<file path="config.mk">
export PLATFORM = sky130hd
export DESIGN_NAME = reg_rename_file
export DESIGN_NICKNAME = d
export VERILOG_FILES = /design/src/rtl/reg_rename_file_pkg.sv /design/src/rtl/reg_rename_file_read_port.sv /design/src/rtl/reg_rename_file.sv
export SDC_FILE = /design/constraint.sdc
export NUM_CORES = 2
export LEC_CHECK = 0
export CAP_MARGIN = 40
export CELL_PAD_IN_SITES_DETAIL_PLACEMENT = 0
export CELL_PAD_IN_SITES_GLOBAL_PLACEMENT = 1
export CORE_MARGIN = 4
export CORE_UTILIZATION = 45
export DETAILED_ROUTE_END_ITERATION = 6
export GPL_ROUTABILITY_DRIVEN = 1
export PLACE_DENSITY_LB_ADDON = 0.1
export REMOVE_ABC_BUFFERS = 1
export SKIP_LAST_GASP = 1
export SYNTH_ARGS = -nofsm -noshare
export SYNTH_HDL_FRONTEND = slang
export SYNTH_SLANG_ARGS = --single-unit
</file>
<file path="constraint.sdc">
create_clock -name clk -period 11.6 [get_ports clk]
set_input_delay 1.74 -clock clk [delete_from_list [all_inputs] [get_ports clk]]
set_output_delay 1.74 -clock clk [all_outputs]
set_load 0.01 [all_outputs]
</file>
<file path="src/rtl/reg_rename_file_pkg.sv">
// Shared widths and constants for the architectural register file with rename tags.
package reg_rename_file_pkg;

  localparam int XLEN      = 32;
  localparam int ROB_IDX_W = 4;
  localparam int NREG      = 32;
  localparam int RIDX_W    = 5;

  localparam logic [RIDX_W-1:0] X0_IDX = 5'd0;
  localparam logic              TRUE   = 1'b1;
  localparam logic              FALSE  = 1'b0;

  typedef logic [XLEN-1:0]      xdata_t;
  typedef logic [ROB_IDX_W-1:0] rbid_t;
  typedef logic [RIDX_W-1:0]    ridx_t;

  // Packs a ROB tag into the data lane of a not-ready operand.
  function automatic xdata_t tag_to_val(input rbid_t tag);
    return {{(XLEN-ROB_IDX_W){1'b0}}, tag};
  endfunction

endpackage

</file>
<file path="src/rtl/reg_rename_file_read_port.sv">
// One operand lookup: x0 constant, committed value, commit bypass or pending ROB tag.
module reg_read_port
  import reg_rename_file_pkg::*;
(
  input  logic              rst,
  input  logic [RIDX_W-1:0] addr,
  input  logic              busy,
  input  logic [ROB_IDX_W-1:0] tag,
  input  logic [XLEN-1:0]   reg_val,
  input  logic              cm_en,
  input  logic [RIDX_W-1:0] cm_rd,
  input  logic [ROB_IDX_W-1:0] cm_tag,
  input  logic [XLEN-1:0]   cm_val,
  output logic              ready,
  output logic [XLEN-1:0]   val
);

  // Priority: reset blanking, x0, idle register, retiring producer, pending tag.
  always_comb begin
    ready = FALSE;
    val   = '0;
    if (rst) begin
      ready = FALSE;
      val   = '0;
    end else if (addr == X0_IDX) begin
      ready = TRUE;
      val   = '0;
    end else if (!busy) begin
      ready = TRUE;
      val   = reg_val;
    end else if (cm_en && (cm_rd == addr) && (cm_tag == tag)) begin
      ready = TRUE;
      val   = cm_val;
    end else begin
      ready = FALSE;
      val   = tag_to_val(tag);
    end
  end

endmodule

</file>
<file path="src/rtl/reg_rename_file.sv">
// Architectural register file plus per-register busy/ROB-tag, updated by rename and commit.
module reg_rename_file
  import reg_rename_file_pkg::*;
(
  input  logic                 clk,
  input  logic                 rst,
  input  logic                 rdy,
  input  logic                 flush,
  input  logic                 rn_en,
  input  logic [RIDX_W-1:0]    rn_rd,
  input  logic [ROB_IDX_W-1:0] rn_tag,
  input  logic                 cm_en,
  input  logic [RIDX_W-1:0]    cm_rd,
  input  logic [ROB_IDX_W-1:0] cm_tag,
  input  logic [XLEN-1:0]      cm_val,
  input  logic [RIDX_W-1:0]    rs1_addr,
  input  logic [RIDX_W-1:0]    rs2_addr,
  output logic                 rs1_ready,
  output logic [XLEN-1:0]      rs1_val,
  output logic                 rs2_ready,
  output logic [XLEN-1:0]      rs2_val
);

  logic [XLEN-1:0]      regs_q [NREG];
  logic [XLEN-1:0]      regs_d [NREG];
  logic                 busy_q [NREG];
  logic                 busy_d [NREG];
  logic [ROB_IDX_W-1:0] tag_q  [NREG];
  logic [ROB_IDX_W-1:0] tag_d  [NREG];

  // Commit first, then rename overrides its busy clear; flush clears everything last.
  always_comb begin
    for (int i = 0; i < NREG; i++) begin
      regs_d[i] = regs_q[i];
      busy_d[i] = busy_q[i];
      tag_d[i]  = tag_q[i];
    end
    if (rdy) begin
      if (cm_en && (cm_rd != X0_IDX)) begin
        regs_d[cm_rd] = cm_val;
        if (busy_q[cm_rd] && (tag_q[cm_rd] == cm_tag)) begin
          busy_d[cm_rd] = FALSE;
        end else begin
          busy_d[cm_rd] = busy_q[cm_rd];
        end
      end else begin
        regs_d[X0_IDX] = '0;
      end
      if (flush) begin
        for (int i = 0; i < NREG; i++) begin
          busy_d[i] = FALSE;
        end
      end else if (rn_en && (rn_rd != X0_IDX)) begin
        busy_d[rn_rd] = TRUE;
        tag_d[rn_rd]  = rn_tag;
      end else begin
        busy_d[X0_IDX] = FALSE;
      end
    end else begin
      regs_d[X0_IDX] = '0;
    end
  end

  // State registers.
  always_ff @(posedge clk) begin
    if (rst) begin
      for (int i = 0; i < NREG; i++) begin
        regs_q[i] <= '0;
        busy_q[i] <= FALSE;
        tag_q[i]  <= '0;
      end
    end else begin
      for (int i = 0; i < NREG; i++) begin
        regs_q[i] <= regs_d[i];
        busy_q[i] <= busy_d[i];
        tag_q[i]  <= tag_d[i];
      end
    end
  end

  reg_read_port u_rs1 (
    .rst     (rst),
    .addr    (rs1_addr),
    .busy    (busy_q[rs1_addr]),
    .tag     (tag_q[rs1_addr]),
    .reg_val (regs_q[rs1_addr]),
    .cm_en   (cm_en),
    .cm_rd   (cm_rd),
    .cm_tag  (cm_tag),
    .cm_val  (cm_val),
    .ready   (rs1_ready),
    .val     (rs1_val)
  );

  reg_read_port u_rs2 (
    .rst     (rst),
    .addr    (rs2_addr),
    .busy    (busy_q[rs2_addr]),
    .tag     (tag_q[rs2_addr]),
    .reg_val (regs_q[rs2_addr]),
    .cm_en   (cm_en),
    .cm_rd   (cm_rd),
    .cm_tag  (cm_tag),
    .cm_val  (cm_val),
    .ready   (rs2_ready),
    .val     (rs2_val)
  );

endmodule

</file>
==> summary.md <==
| Metric | Value |
|---|---|
| Run status | `finished, final reports clean` |
| Routed WL | `263,000 um` |
| Final cell count without fillers | `8,443` |
| Final setup skew | `approximately 0.015 ns` |
| #FFs+latches synth | `1,184` |
| Tmin final | `8.50 ns` |
| Design area | `70,400 um^2` |
| CTS tree | `built` |
| EDFF count, synth | `0` |
| Synthesized instance count | `just under 7,000` |
| Ys async rst share | `0` |
| Die Span Y | `382 um` |
| Post-Syn Area per Cell | `9.32 um^2` |
| Post_cts resized | `0` |
| Synth area leaders | `dfxtp_1 (38%), mux4_2 (27%), nand2_1 (13%)` |
| Layout cells sized above 1 | `0.196` |
| Worst Path Arrival | `6.76 ns` |
| Sink Count | `1,184` |
| Leakage power | `22.2 nW` |
| Pin count of the biggest net entering global routing | `128` |
| Top Family by Delay on Critical Path | `buffers and inverters` |
| Initial antenna violation count | `2` |
| Number of setup buffers added after CTS | `0` |
| Die extent in x | `between 300 and 400 um` |
| Seq/Total Area, Yosys | `0.377` |
| Slowest CP cell | `buf_4` |
| Flop pwr share | `0.444` |
| Ys flop type | `dfxtp_1` |
| Ports | `132` |
| Critical path class | `in2out` |
| Tightest Pin Transition | `1.08 ns` |
| GPL Wtd Cong | `0.878` |
| TNS Setup | `0 ns` |
| Gr ovfl total | `0` |
| Max-Cap Viols | `0` |
| Max clock buf depth | `3` |
| Final worst-path cycle share | `0.733` |
| Cells along the critical path | `buf_6 -> buf_16 -> buf_4 -> mux4_2 -> mux4_2 -> mux2i_1 -> xor2_1 -> nand2b_1 -> a2111oi_4 -> o21ai_4 -> buf_4 -> a211oi_1 -> clkdlybuf4s50_1` |
| DR DRC count | `0` |
| Startpoint types | `input port` |
| Via density | `6.43` |
| PwrDens | `131 nW/um^2` |
| First-pass GRT wire length | `375,000 um` |
| CP Max Fanout | `40` |
| Initial Util | `0.455` |
| Yosys top cell area share | `0.377` |
| Worst-Skew Late Latency | `0.78 ns` |
| DP Worst Slack | `3.07 ns` |
| CP Capture Type | `output port` |
| Worst min path class | `reg2reg` |
| Min Hold Slack | `0.461 ns` |
| Worst Path Required | `9.86 ns` |
| Crit path largest cell delay | `0.68 ns` |
| Unrepaired setup endpoints after global routing | `no` |
| Layout area overhead | `12.1%` |
| Pwr Total | `a little over 9 mW` |
| Reg clk slew, reported paths | `roughly 0.050 ns` |
| Buf+Inv Stages, Crit Path | `5` |
| Distinct cells, synth | `65` |
| Sw Share | `0.257` |
| Post-Route Utilization | `0.510` |
| Yosys warnings | `0` |
| CORE AREA | `138,000 um^2` |
| Pins over their slew limit | `0` |
| # placed instances | `approximately 8,200` |
| Vias in the first global route | `51,000` |
| Post-DP HPWL | `147,000 um` |
| Rel. slew slack | `0.282` |
| Max IR drop VDD | `slightly below 0.0001 V` |
| WL/cell | `roughly 31 um` |
| DRT iter0 DRCs | `6,800` |
| IO Port Bufs | `approximately 130` |
| Logic pwr share | `0.078` |
| GRT Util Overall | `0.353` |
| Clock Power Share | `0.478` |
| Via count | `roughly 54,000` |
| Largest area contributor in the netlist | `dfxtp_1` |
| Final WS setup | `about 3.1 ns` |
| Post-Place Cell Area | `~66,000 um^2` |
| CTS Buf Count | `139` |
| H-tree levels | `4` |
| Final setup viols | `0` |
| Drt pass-1 iters | `6` |
| Hold-fix buffers, CTS | `0` |
| Die area | `146,000 um^2` |
| Synth Cell Area | `~63,000 um^2` |
| Final Hold Viols | `0` |
| Num rows | `136` |
| F_max | `118 MHz` |
| Clock Tree Root | `clkbuf_16` |
| Final net count | `6,539` |
| NetSw | `2.37 mW` |
| Antenna-violating nets left | `0` |
| Pint | `6.85 mW` |
registers in the layout, indices dropped and copies added, names as in the netlist:
signal and cells:
tag_q 128, regs_q 1024, busy_q 32
layout by cell type, fill, tap and decap left out, types with 30 or more instances in the layout:
cell type           n
clkbuf_1           40
clkdlybuf4s50_1   118
mux4_2            751
a211oi_2           41
clkbuf_8           36
dfxtp_1          1184
mux2i_1           167
nor2_1            152
o21ai_0            30
and2_1             37
nand3_1           101
buf_4             163
nand2_1          2135
a21oi_1          1112
clkbuf_16         141
power groups by stage:
stage	clock network (mW)	logic [mW]	registers, mW
3_5_place_dp	0	0.708	4.18
3_3_place_gp	0	0.695	4.18
4_1_cts	4.45	0.709	4.09
6_report	4.41	0.715	4.09
5_1_grt	4.60	0.744	4.09
2_1_floorplan	0	0.226	4.18
layout make-up:
| type | instances | area (um^2) |
|---|---|---|
| fill | 12700 | 67600 |
| multi-input combinational | 4820 | 36600 |
| clock inverter | 27 | 330 |
| clock buffer | 217 | 4170 |
| timing repair buffer | 321 | 3200 |
| antenna | 4 | 10.0 |
| sequential | 1184 | 23700 |
| inverter | 7 | 36.3 |
| tap | 1863 | 2330 |
worst register-to-register path, delay by kind of cell (launching register included):
kind | cells | cell delay (ns)
AND/OR/NAND/NOR | 3 | 0.81
multiplexers | 2 | 0.67
AO/OA/AOI/OAI | 2 | 0.47
flip-flops | 1 | 0.37
buffers and inverters | 1 | 0.27
XOR/XNOR | 1 | 0.10
synth_stat cells, drive strengths merged, types with 7 or more instances:
cell type  instances
nand2           2154
dfxtp           1184
a21oi           1113
mux4             752
clkbuf           602
nor2             178
mux2i            169
buf              121
nand3            113
a211oi            61
and2              43
o21ai             35
a22oi             25
nand2b            20
nor2b             18
xor2              17
nor3              15
o22ai             15
nand4              9
inv                7
per-layer routing:
metal | part of all wire | track usage | up-vias | wire length [um]
met2 | 0.47 | 0.563 | 3071 | 122000
met3 | 0.096 | 0.0647 | 611 | 25100
met5 | 0 | 0 | - | 0
met1 | 0.40 | 0.476 | 27300 | 104000
li1 | - | - | 23300 | -
met4 | 0.043 | 0.142 | 0 | 11400
logic make-up after synthesis:
logic type	share of synthesized area
flip-flops	0.377
multiplexers	0.298
XOR/XNOR	0.00279
AND/OR/NAND/NOR	0.162
AO/OA/AOI/OAI	0.113
buffers and inverters	0.0468
worst paths after layout:
path | start | depth (start not counted) | to | slack (ns)
setup / recovery | rs2_addr[2] | 13 | rs2_val[6] | 3.10
hold / removal | regs_q[6][17] | 2 | regs_q[6][17] | 0.46
setup reg to reg | tag_q[14][2] | 9 | busy_q[19] | 8.81
hold reg to reg | regs_q[6][17] | 2 | regs_q[6][17] | 0.46
Power figures use the tool's default switching activity.
==> RTL change (same settings) <==
The package constant `RIDX_W` goes from 5 to 3.
--- a/src/rtl/reg_rename_file_pkg.sv
+++ b/src/rtl/reg_rename_file_pkg.sv
@@ -6,3 +6,3 @@
   localparam int NREG      = 32;
-  localparam int RIDX_W    = 5;
+  localparam int RIDX_W    = 3;
 
Interface: changed (resized cm_rd, rn_rd, rs1_addr and rs2_addr); port bits go from 132 to 124. No check against the original RTL was run, so the function may have changed too.
==> RTL change against the unedited design <==
  * Core utilization grew 2.2 points
  * Clock power shrank 75%
  * Synthesized cell count shrank 73%
  * Largest power group unchanged
  * Area after synthesis shrank 74%
  * Global-route usage shrank 7.8 points
  * Cell area shrank 73%
  * Final cell count shrank 73%
  * Sequential cell count shrank 888
  * Critical path depth shrank 3
  * Routed wire length shrank 79%
  * Setup slack gained 1300 ps
  * Power shrank 74%
  * Largest cell class unchanged
==> RTL change: results <==
metrics = {
    "critical_path": {
        "reg2reg_depth": 6,
        "crit_fanout": 44,
    },
    "timing": {
        "worst_slew_pin_slew_ps": 890,
        "slew_viol_final": 0,
    },
    "yosys": {
        "synth-xor-area-share_pct": 0.693,
        "synth_mux_area_share_pct": 27.7,
        "synth_commonest_cells": "500 x nand2_1, 296 x dfxtp_1, 266 x a21oi_1",
        "ys_seq_area_share_pct": 36.0,
        "synth_compound_area_share_pct": 12.8,
        "ys_types": 64,
        "yosys-top-cells-area": "dfxtp_1 36%, mux4_2 20%, nand2_1 11%, a21oi_1 8.1%, mux2i_1 4.7%",
    },
    "pwr": {
        "leakage_nw": 6.33,
    },
    "clock_tree": {
        "htree_levels": 2,
        "cts_made_buffers": 35,
        "cts_setup_buffers": 0,
        "insertion_delay_ps": 510,
        "root_buffer": "clkbuf_16",
    },
    "drt": {
        "detail_route.first_pass.iterations": 5,
        "via_count": 14100,
        "wl_per_cell_um": 23.9,
        "detail_route.iter0.violations": 1293,
    },
    "layout": {
        "fill_cells": 3280,
        "top_regs": "regs_q (256), tag_q (32), busy_q (8)",
        "drive_gt1_share_pct": 17.0,
        "fin_nets": 1884,
    },
    "global_routing": {
        "grt_usage_pct": 27.4,
        "grt_start_max_net_pins": 152,
        "grt_pass1_wl_um": 83800,
    },
    "placement": {
        "gp_congestion": 0.847,
    },
    "outcome": {
        "status": "finished, final reports clean",
    },
}
[RTL change: cell type report]
type	instances	area, um2	area share, %
flip-flops and latches	296	5930	31.1
repair buffers	166	1620	8.50
clock buffers	50	1000	5.27
well taps	461	577	3.03
multi-input cells	1321	9760	51.2
clock inverters	10	145	0.762
inverters	6	22.5	0.118
[RTL change: metrics by stage]
step	power, mW	std cells	area, um2	setup WS, ps
detailed placement	1.30	2250	17900	4440
floorplan	1.15	1623	15600	5790
CTS	2.40	2310	19000	4430
global route	2.46	2310	19000	4280
global placement	1.29	2243	17800	3950
finish	2.38	2310	19000	4420
[RTL change: worst paths after layout]
path,from,endpoint,slack (ps)
setup / recovery,rs2_addr[1],rs2_val[5],4420
hold / removal,regs_q[3][5],regs_q[3][5],460
setup reg to reg,tag_q[7][1],busy_q[1],9330
hold reg to reg,regs_q[3][5],regs_q[3][5],460
[RTL change: layer usage]
layer | global-route usage [%] | vias to the layer above | share of wire [%]
met3 | 4.25 | 82 | 7.6
met1 | 38.6 | 6934 | 43
met4 | 7.19 | 2 | 2.3
met5 | 0 | - | 0.025
met2 | 44.5 | 576 | 47
li1 | - | 6458 | -
[RTL change: kinds of logic (layout without fill, tap and decap cells)]
logic type,count (synthesis),after routing
xor gates and xnor gates,13,13
and+or+nand+nor,679,679
DFF,296,296
muxes,267,267
AOI/OAI and AO/OA,362,362
buffers and inverters,189,232
[RTL change: where the power goes]
part           internal [mW]  leakage, nW  total (mW)  switching [mW]
Combinational         0.0885         3.38       0.242           0.154
Sequential              1.03         2.39        1.04         0.00824
Clock                  0.670        0.556        1.10           0.435
[RTL change: critical path, stage by stage]
cell and delay (ps):
buf_4 570, buf_4 630, mux4_2 420, xor2_1 310
nor3b_4 280, buf_8 210, buf_4 340, nand4_1 150
a21oi_1 180, clkdlybuf4s50_1 560
